$ cat config.mk
export PLATFORM = sky130hd
export DESIGN_NAME = vga_timing_gen_flat
export DESIGN_NICKNAME = d
export VERILOG_FILES = /design/src/rtl/vga_timing_gen_if.sv /design/src/rtl/vga_timing_gen.sv /design/src/flat_wrapper.sv
export SDC_FILE = /design/constraint.sdc
export NUM_CORES = 1
export LEC_CHECK = 0
export ABC_CLOCK_PERIOD_IN_PS = 3500
export BUFFER_PORTS_ARGS = -buffer_cell sky130_fd_sc_hd__buf_4
export CORE_MARGIN = 4
export CORE_UTILIZATION = 60
export DETAILED_ROUTE_END_ITERATION = 16
export GPL_ROUTABILITY_DRIVEN = 0
export PLACE_DENSITY = 0.85
export SLEW_MARGIN = 5
export SYNTH_ARGS = -nofsm -noshare
export SYNTH_HDL_FRONTEND = slang
export SYNTH_SLANG_ARGS = --single-unit
$ cat constraint.sdc
create_clock -name clk -period 3.5 [get_ports clk]
set_input_delay 0.35 -clock clk [delete_from_list [all_inputs] [get_ports clk]]
set_output_delay 0.35 -clock clk [all_outputs]
set_load 0.02 [all_outputs]
$ cat src/rtl/vga_timing_gen_if.sv
// vga_timing_gen_if: raster bus between the timing generator and its
// pixel source / DAC side. master = generator, slave = consumer/feeder.
interface vga_timing_gen_if #(
   parameter int CBITS = 4
);
   logic [1:0]         mode;
   logic [3*CBITS-1:0] ext_rgb;
   logic [15:0]        x;
   logic [15:0]        y;
   logic               pix_tick;
   logic               hsync;
   logic               vsync;
   logic               de;
   logic [CBITS-1:0]   red;
   logic [CBITS-1:0]   green;
   logic [CBITS-1:0]   blue;
   logic               frame_start;

   modport master (
      input  mode, ext_rgb,
      output x, y, pix_tick, hsync, vsync, de,
      output red, green, blue, frame_start
   );

   modport slave (
      output mode, ext_rgb,
      input  x, y, pix_tick, hsync, vsync, de,
      input  red, green, blue, frame_start
   );
endinterface

$ cat src/rtl/vga_timing_gen.sv
// vga_timing_gen: VGA raster timing, sync polarity, pixel divider and
// test patterns; sync/de/rgb are registered one clk behind x/y/div.
module vga_timing_gen #(
   parameter int H_ACTIVE   = 640,
   parameter int H_FP       = 16,
   parameter int H_SYNC     = 96,
   parameter int H_BP       = 48,
   parameter int V_ACTIVE   = 480,
   parameter int V_FP       = 10,
   parameter int V_SYNC     = 2,
   parameter int V_BP       = 33,
   parameter int H_SYNC_POL = 0,
   parameter int V_SYNC_POL = 0,
   parameter int PIX_DIV    = 1,
   parameter int CBITS      = 4
) (
   input  logic             clk,
   input  logic             reset,
   vga_timing_gen_if.master bus
);

   localparam int H_TOTAL = H_ACTIVE + H_FP + H_SYNC + H_BP;
   localparam int V_TOTAL = V_ACTIVE + V_FP + V_SYNC + V_BP;
   localparam int HS_BEG  = H_ACTIVE + H_FP;
   localparam int HS_END  = HS_BEG + H_SYNC - 1;
   localparam int VS_BEG  = V_ACTIVE + V_FP;
   localparam int VS_END  = VS_BEG + V_SYNC - 1;
   localparam int BAR_W   = (H_ACTIVE >= 8) ? H_ACTIVE / 8 : 1;
   localparam int DW      = (PIX_DIV > 1) ? $clog2(PIX_DIV) : 1;

   localparam logic [15:0]   H_LAST  = 16'(H_TOTAL - 1);
   localparam logic [15:0]   V_LAST  = 16'(V_TOTAL - 1);
   localparam logic [15:0]   BAR_LST = 16'(BAR_W - 1);
   localparam logic [DW-1:0] DIV_LST = DW'(PIX_DIV - 1);
   localparam logic          HS_ON   = 1'(H_SYNC_POL);
   localparam logic          VS_ON   = 1'(V_SYNC_POL);

   localparam logic [CBITS-1:0] ONES = '1;
   localparam logic [CBITS-1:0] ZERO = '0;

   if (PIX_DIV < 1 || H_FP < 1 || H_SYNC < 1 || H_BP < 1 ||
       V_FP < 1 || V_SYNC < 1 || V_BP < 1 ||
       H_ACTIVE < 8 || V_ACTIVE < 1 || (H_ACTIVE % 8) != 0 ||
       H_TOTAL > 65535 || V_TOTAL > 65535) begin : g_bad_cfg
      $error("vga_timing_gen: illegal timing parameters");
   end

   logic [DW-1:0]      div;
   logic [15:0]        x;
   logic [15:0]        y;
   logic [3:0]         xm;
   logic [3:0]         ym;
   logic [15:0]        bcnt;
   logic [2:0]         bar;
   logic [1:0]         mode_q;
   logic [1:0]         mode_eff;
   logic               tick;
   logic               h_end;
   logic               v_end;
   logic               at_origin;
   logic               active;
   logic               hs_win;
   logic               vs_win;
   logic [3*CBITS-1:0] rgb;

   logic               hs_q;
   logic               vs_q;
   logic               de_q;
   logic               fs_q;
   logic [3*CBITS-1:0] rgb_q;

   assign tick      = (div == DIV_LST);
   assign h_end     = (x == H_LAST);
   assign v_end     = (y == V_LAST);
   assign at_origin = (x == '0) && (y == '0) && (div == '0);
   assign active    = (x < 16'(H_ACTIVE)) && (y < 16'(V_ACTIVE));
   assign hs_win    = (x >= 16'(HS_BEG)) && (x <= 16'(HS_END));
   assign vs_win    = (y >= 16'(VS_BEG)) && (y <= 16'(VS_END));

   // The frame boundary pixel already uses the newly sampled mode.
   assign mode_eff  = at_origin ? bus.mode : mode_q;

   // Pixel divider, raster counters and running mod-10 / bar counters.
   always_ff @(posedge clk) begin
      if (reset) begin
         div  <= '0;
         x    <= '0;
         y    <= '0;
         xm   <= '0;
         ym   <= '0;
         bcnt <= '0;
         bar  <= '0;
      end else begin
         div <= tick ? '0 : div + DW'(1);
         if (tick) begin
            if (h_end) begin
               x    <= '0;
               xm   <= '0;
               bcnt <= '0;
               bar  <= '0;
               if (v_end) begin
                  y  <= '0;
                  ym <= '0;
               end else begin
                  y  <= y + 16'd1;
                  ym <= (ym == 4'd9) ? 4'd0 : ym + 4'd1;
               end
            end else begin
               x  <= x + 16'd1;
               xm <= (xm == 4'd9) ? 4'd0 : xm + 4'd1;
               if (bcnt == BAR_LST) begin
                  bcnt <= '0;
                  bar  <= bar + 3'd1;
               end else begin
                  bcnt <= bcnt + 16'd1;
               end
            end
         end
      end
   end

   // Mode is only taken at the frame boundary so a frame never tears.
   always_ff @(posedge clk) begin
      if (reset || at_origin) begin
         mode_q <= bus.mode;
      end
   end

   // Pattern select for the current raster position.
   always_comb begin
      rgb = '0;
      unique case (mode_eff)
         2'd0: rgb = bus.ext_rgb;
         2'd1: rgb = (xm == 4'd0 || ym == 4'd0) ?
                     {ONES, ZERO, ZERO} : {ZERO, ZERO, ONES};
         2'd2: rgb = {{CBITS{~bar[2]}},
                      {CBITS{~bar[1]}},
                      {CBITS{~bar[0]}}};
         2'd3: rgb = '0;
      endcase
      if (!active) begin
         rgb = '0;
      end
   end

   // Single output register stage toward the DAC pins.
   always_ff @(posedge clk) begin
      if (reset) begin
         hs_q  <= ~HS_ON;
         vs_q  <= ~VS_ON;
         de_q  <= 1'b0;
         fs_q  <= 1'b0;
         rgb_q <= '0;
      end else begin
         hs_q  <= hs_win ? HS_ON : ~HS_ON;
         vs_q  <= vs_win ? VS_ON : ~VS_ON;
         de_q  <= active;
         fs_q  <= at_origin;
         rgb_q <= rgb;
      end
   end

   assign bus.x           = x;
   assign bus.y           = y;
   assign bus.pix_tick    = tick;
   assign bus.hsync       = hs_q;
   assign bus.vsync       = vs_q;
   assign bus.de          = de_q;
   assign bus.frame_start = fs_q;
   assign bus.red         = rgb_q[3*CBITS-1:2*CBITS];
   assign bus.green       = rgb_q[2*CBITS-1:CBITS];
   assign bus.blue        = rgb_q[CBITS-1:0];

endmodule

$ cat src/flat_wrapper.sv
// flat-port wrapper written by rule: the top's interface ports become plain ports
module vga_timing_gen_flat 
#(
   parameter int H_ACTIVE   = 640,
   parameter int H_FP       = 16,
   parameter int H_SYNC     = 96,
   parameter int H_BP       = 48,
   parameter int V_ACTIVE   = 480,
   parameter int V_FP       = 10,
   parameter int V_SYNC     = 2,
   parameter int V_BP       = 33,
   parameter int H_SYNC_POL = 0,
   parameter int V_SYNC_POL = 0,
   parameter int PIX_DIV    = 1,
   parameter int CBITS      = 4
)
  (clk, reset, bus_mode, bus_ext_rgb, bus_x, bus_y, bus_pix_tick, bus_hsync, bus_vsync, bus_de, bus_red, bus_green, bus_blue, bus_frame_start);
  vga_timing_gen_if #(.CBITS(CBITS)) bus_i ();
  input  logic clk;
  input  logic reset;
  input wire logic [$bits(bus_i.mode)-1:0] bus_mode;
  input wire logic [$bits(bus_i.ext_rgb)-1:0] bus_ext_rgb;
  output wire logic [$bits(bus_i.x)-1:0] bus_x;
  output wire logic [$bits(bus_i.y)-1:0] bus_y;
  output wire logic [$bits(bus_i.pix_tick)-1:0] bus_pix_tick;
  output wire logic [$bits(bus_i.hsync)-1:0] bus_hsync;
  output wire logic [$bits(bus_i.vsync)-1:0] bus_vsync;
  output wire logic [$bits(bus_i.de)-1:0] bus_de;
  output wire logic [$bits(bus_i.red)-1:0] bus_red;
  output wire logic [$bits(bus_i.green)-1:0] bus_green;
  output wire logic [$bits(bus_i.blue)-1:0] bus_blue;
  output wire logic [$bits(bus_i.frame_start)-1:0] bus_frame_start;
  assign bus_i.mode = bus_mode;
  assign bus_i.ext_rgb = bus_ext_rgb;
  assign bus_x = bus_i.x;
  assign bus_y = bus_i.y;
  assign bus_pix_tick = bus_i.pix_tick;
  assign bus_hsync = bus_i.hsync;
  assign bus_vsync = bus_i.vsync;
  assign bus_de = bus_i.de;
  assign bus_red = bus_i.red;
  assign bus_green = bus_i.green;
  assign bus_blue = bus_i.blue;
  assign bus_frame_start = bus_i.frame_start;
  vga_timing_gen #(.H_ACTIVE(H_ACTIVE), .H_FP(H_FP), .H_SYNC(H_SYNC), .H_BP(H_BP), .V_ACTIVE(V_ACTIVE), .V_FP(V_FP), .V_SYNC(V_SYNC), .V_BP(V_BP), .H_SYNC_POL(H_SYNC_POL), .V_SYNC_POL(V_SYNC_POL), .PIX_DIV(PIX_DIV), .CBITS(CBITS)) u_core (.clk(clk), .reset(reset), .bus(bus_i));
endmodule
==> results.yml <==
cts:
  path_clk_slew_ps: 80
  cts_buffers: 9
  cts_setup_buffers: 0
  root_buffer: "clkbuf_8"
  cts.sinks: 78
  hold_buffers: 0
  cts.path.max_buffers: 2
  ctsResizeCount: 0
  htreeDepth: 3
  cts_tree: "yes"
  insertion_delay_ps: 350
global_route:
  grt_first_pass_wirelength_mm: 15.0
  gr-total-overflow: 0
  grt_pass1_vias: 3251
  grt_max_degree: 24
  grt_antenna_before_repair: 0
  grt.total_usage_pct: 24.4
routing:
  drt-total-wl_mm: 8.89
  vias: 3441
  drt_first_pass_iters: 5
  viasPerCell: 5.98
  drt-initial-drc-count: 248
  detail-route-antenna-nets: 0
  wire_per_inst_um: 15.5
  post-route-drc-count: 0
timing:
  setup_viol: 0
  fin_skew_ps: 9.21
  maxSlewHeadroom_pct: 45.7
  period_share_pct: 77.9
  period_minus_slack_ps: 2720
  worstMarginPinSlew_ps: 815
  rsz0062_at_grt: "false"
  finalSetupTns_ps: 0
  hold_viol: 0
  drv_slew: 0
  max_clock_freq_ghz: 0.367
critical_path:
  critPathMaxFanout: 23
  arrival_ps: 3020
  cp-start-kind: "flop"
  end_kind: "flop"
  worst-setup-path-type: "flop to flop"
  r2r_slack_ps: 780
  worstPathRequired_ps: 3800
  ff2ff_path_depth: 5
logic_synthesis:
  seq_area_frac_synth_pct: 41.9
  syn_area_per_cell_um2: 8.68
  synth_cells: 435
  synth_area_leaders: "dfxtp_1 (40%), xor2_1 (7.0%), nor2_1 (6.8%)"
  netlist_top_cells_count: "dfxtp_1 (76), nor2_1 (68), nand2_1 (30), xor2_1 (30), nand3_1 (27)"
  synth_edf_count: 2
  synthArstFlopShare_pct: 0
  synth_top_cell_by_area: "dfxtp_1"
  syn_nets: 464
  ys.flop_type: "dfxtp_1"
  synth.cell_area_mm2: 0.00378
  synth_top_area_share_pct: 40.3
  synth.distinct_cells: 54
  synth-seq-cells: 78
  yosysMostFrequentCell: "dfxtp_1"
  ys.warnings.count: 0
pwr:
  ir_drop_v: 0.000300
  leakagePower_nw: 1.84
  power_density_mw_per_mm2: 409
layout:
  stdcell_area_mm2: 0.00450
  seqCellArea_mm2: 0.00158
  multi_input_area_mm2: 0.00205
  num_antenna_cells: 0
  drive_gt1_share_pct: 18.0
  utilization_pct: 74.7
  area_growth_pct: 19.2
  n_fill_cell: 462
  layout.nets: 524
floorplanning:
  num_rows: 28
  ioPinCount: 65
  floorplan.initialDensity_pct: 62.7
  dieHeight_um: 87.3
  die-area_mm2: 0.00763
  core_mm2: 0.00603
  chipWidth_um: 87.3
min_path:
  hold_path_class: "input pin to flop"
  holdPathStages: 2
outcome:
  status: "finished clean"
place:
  place_hpwl_mm: 6.43
  dpl-instance-area_mm2: 0.00429
  portBuffers: 64
run:
  drv_cap: 0
[placed cells by master (no fill, tap or decap), types with 13 or more instances in the layout]
| cell type | n |
|---|---|
| buf_4 | 66 |
| dfxtp_1 | 76 |
| ha_1 | 13 |
| inv_1 | 16 |
| nand2_1 | 30 |
| nand3_1 | 27 |
| nand4_1 | 16 |
| nor2_1 | 68 |
| nor4_1 | 14 |
| xor2_1 | 30 |
[logic make-up after synthesis]
group | after synthesis | share of synthesized area [%]
adder cells (fa/ha/maj) | 13 | 4.31
XOR/XNOR | 42 | 9.74
multiplexers | 5 | 1.36
AND/OR/NAND/NOR | 213 | 29.4
flip-flops | 78 | 41.9
other | 1 | 0.0993
AO/OA/AOI/OAI | 50 | 9.44
buffers and inverters | 33 | 3.74
[registers in the layout, indices dropped and copies added (netlist names), 2 cells and up]
name,cells
u_core.bar,3
u_core.rgb_q,12
u_core.mode_q,2
u_core.bus.y,16
u_core.bus.x,16
u_core.ym,4
u_core.bcnt,16
u_core.xm,4
[area by class of cell]
class,instances,share of cell area [%]
multi-input cells,324,45.6
flip-flops and latches,78,35.1
repair buffers,66,11.0
clock buffers,12,3.67
well taps,75,2.08
inverters,16,1.33
clock inverters,4,1.17
[per-layer routing]
metal / track usage [%] / share of wire, % / up-vias
li1: - / - / 1649
met1: 31.6 / 44 / 1646
met2: 39.5 / 48 / 130
met3: 4.35 / 6.1 / 16
met4: 11.3 / 1.9 / 0
met5: 0 / 0 / -
[stage by stage]
stage	worst slack, ps	instances	hold slack, ps	total power, mW
4_1_cts	812	575	179	1.85
5_1_grt	589	575	187	1.90
3_3_place_gp	891	559	479	1.13
2_1_floorplan	1360	435	449	1.07
3_5_place_dp	835	559	498	1.14
6_report	775	575	186	1.84
[path summary, 6_finish.rpt]
kind	start	end
max	u_core.div$_SDFF_PP0_	u_core.rgb_q[10]$_SDFF_PP0_
min	bus_ext_rgb[3]	u_core.rgb_q[3]$_SDFF_PP0_
max reg2reg	u_core.div$_SDFF_PP0_	u_core.rgb_q[10]$_SDFF_PP0_
min reg2reg	u_core.bar[1]$_SDFFE_PP0P_	u_core.bar[1]$_SDFFE_PP0P_
[where the power goes]
group          internal (mW)  switching [mW]  leakage (nW)
registers              0.922          0.0207         0.638
clock network          0.391           0.333         0.113
logic                 0.0793          0.0976          1.09
[critical path, stage by stage, from the launching register on]
cell,delay (ps)
dfxtp_1,540
nor4_1,460
nand4_1,220
or4_1,520
a21oi_1,670
a2bb2o_1,250
Power figures use the tool's default switching activity.
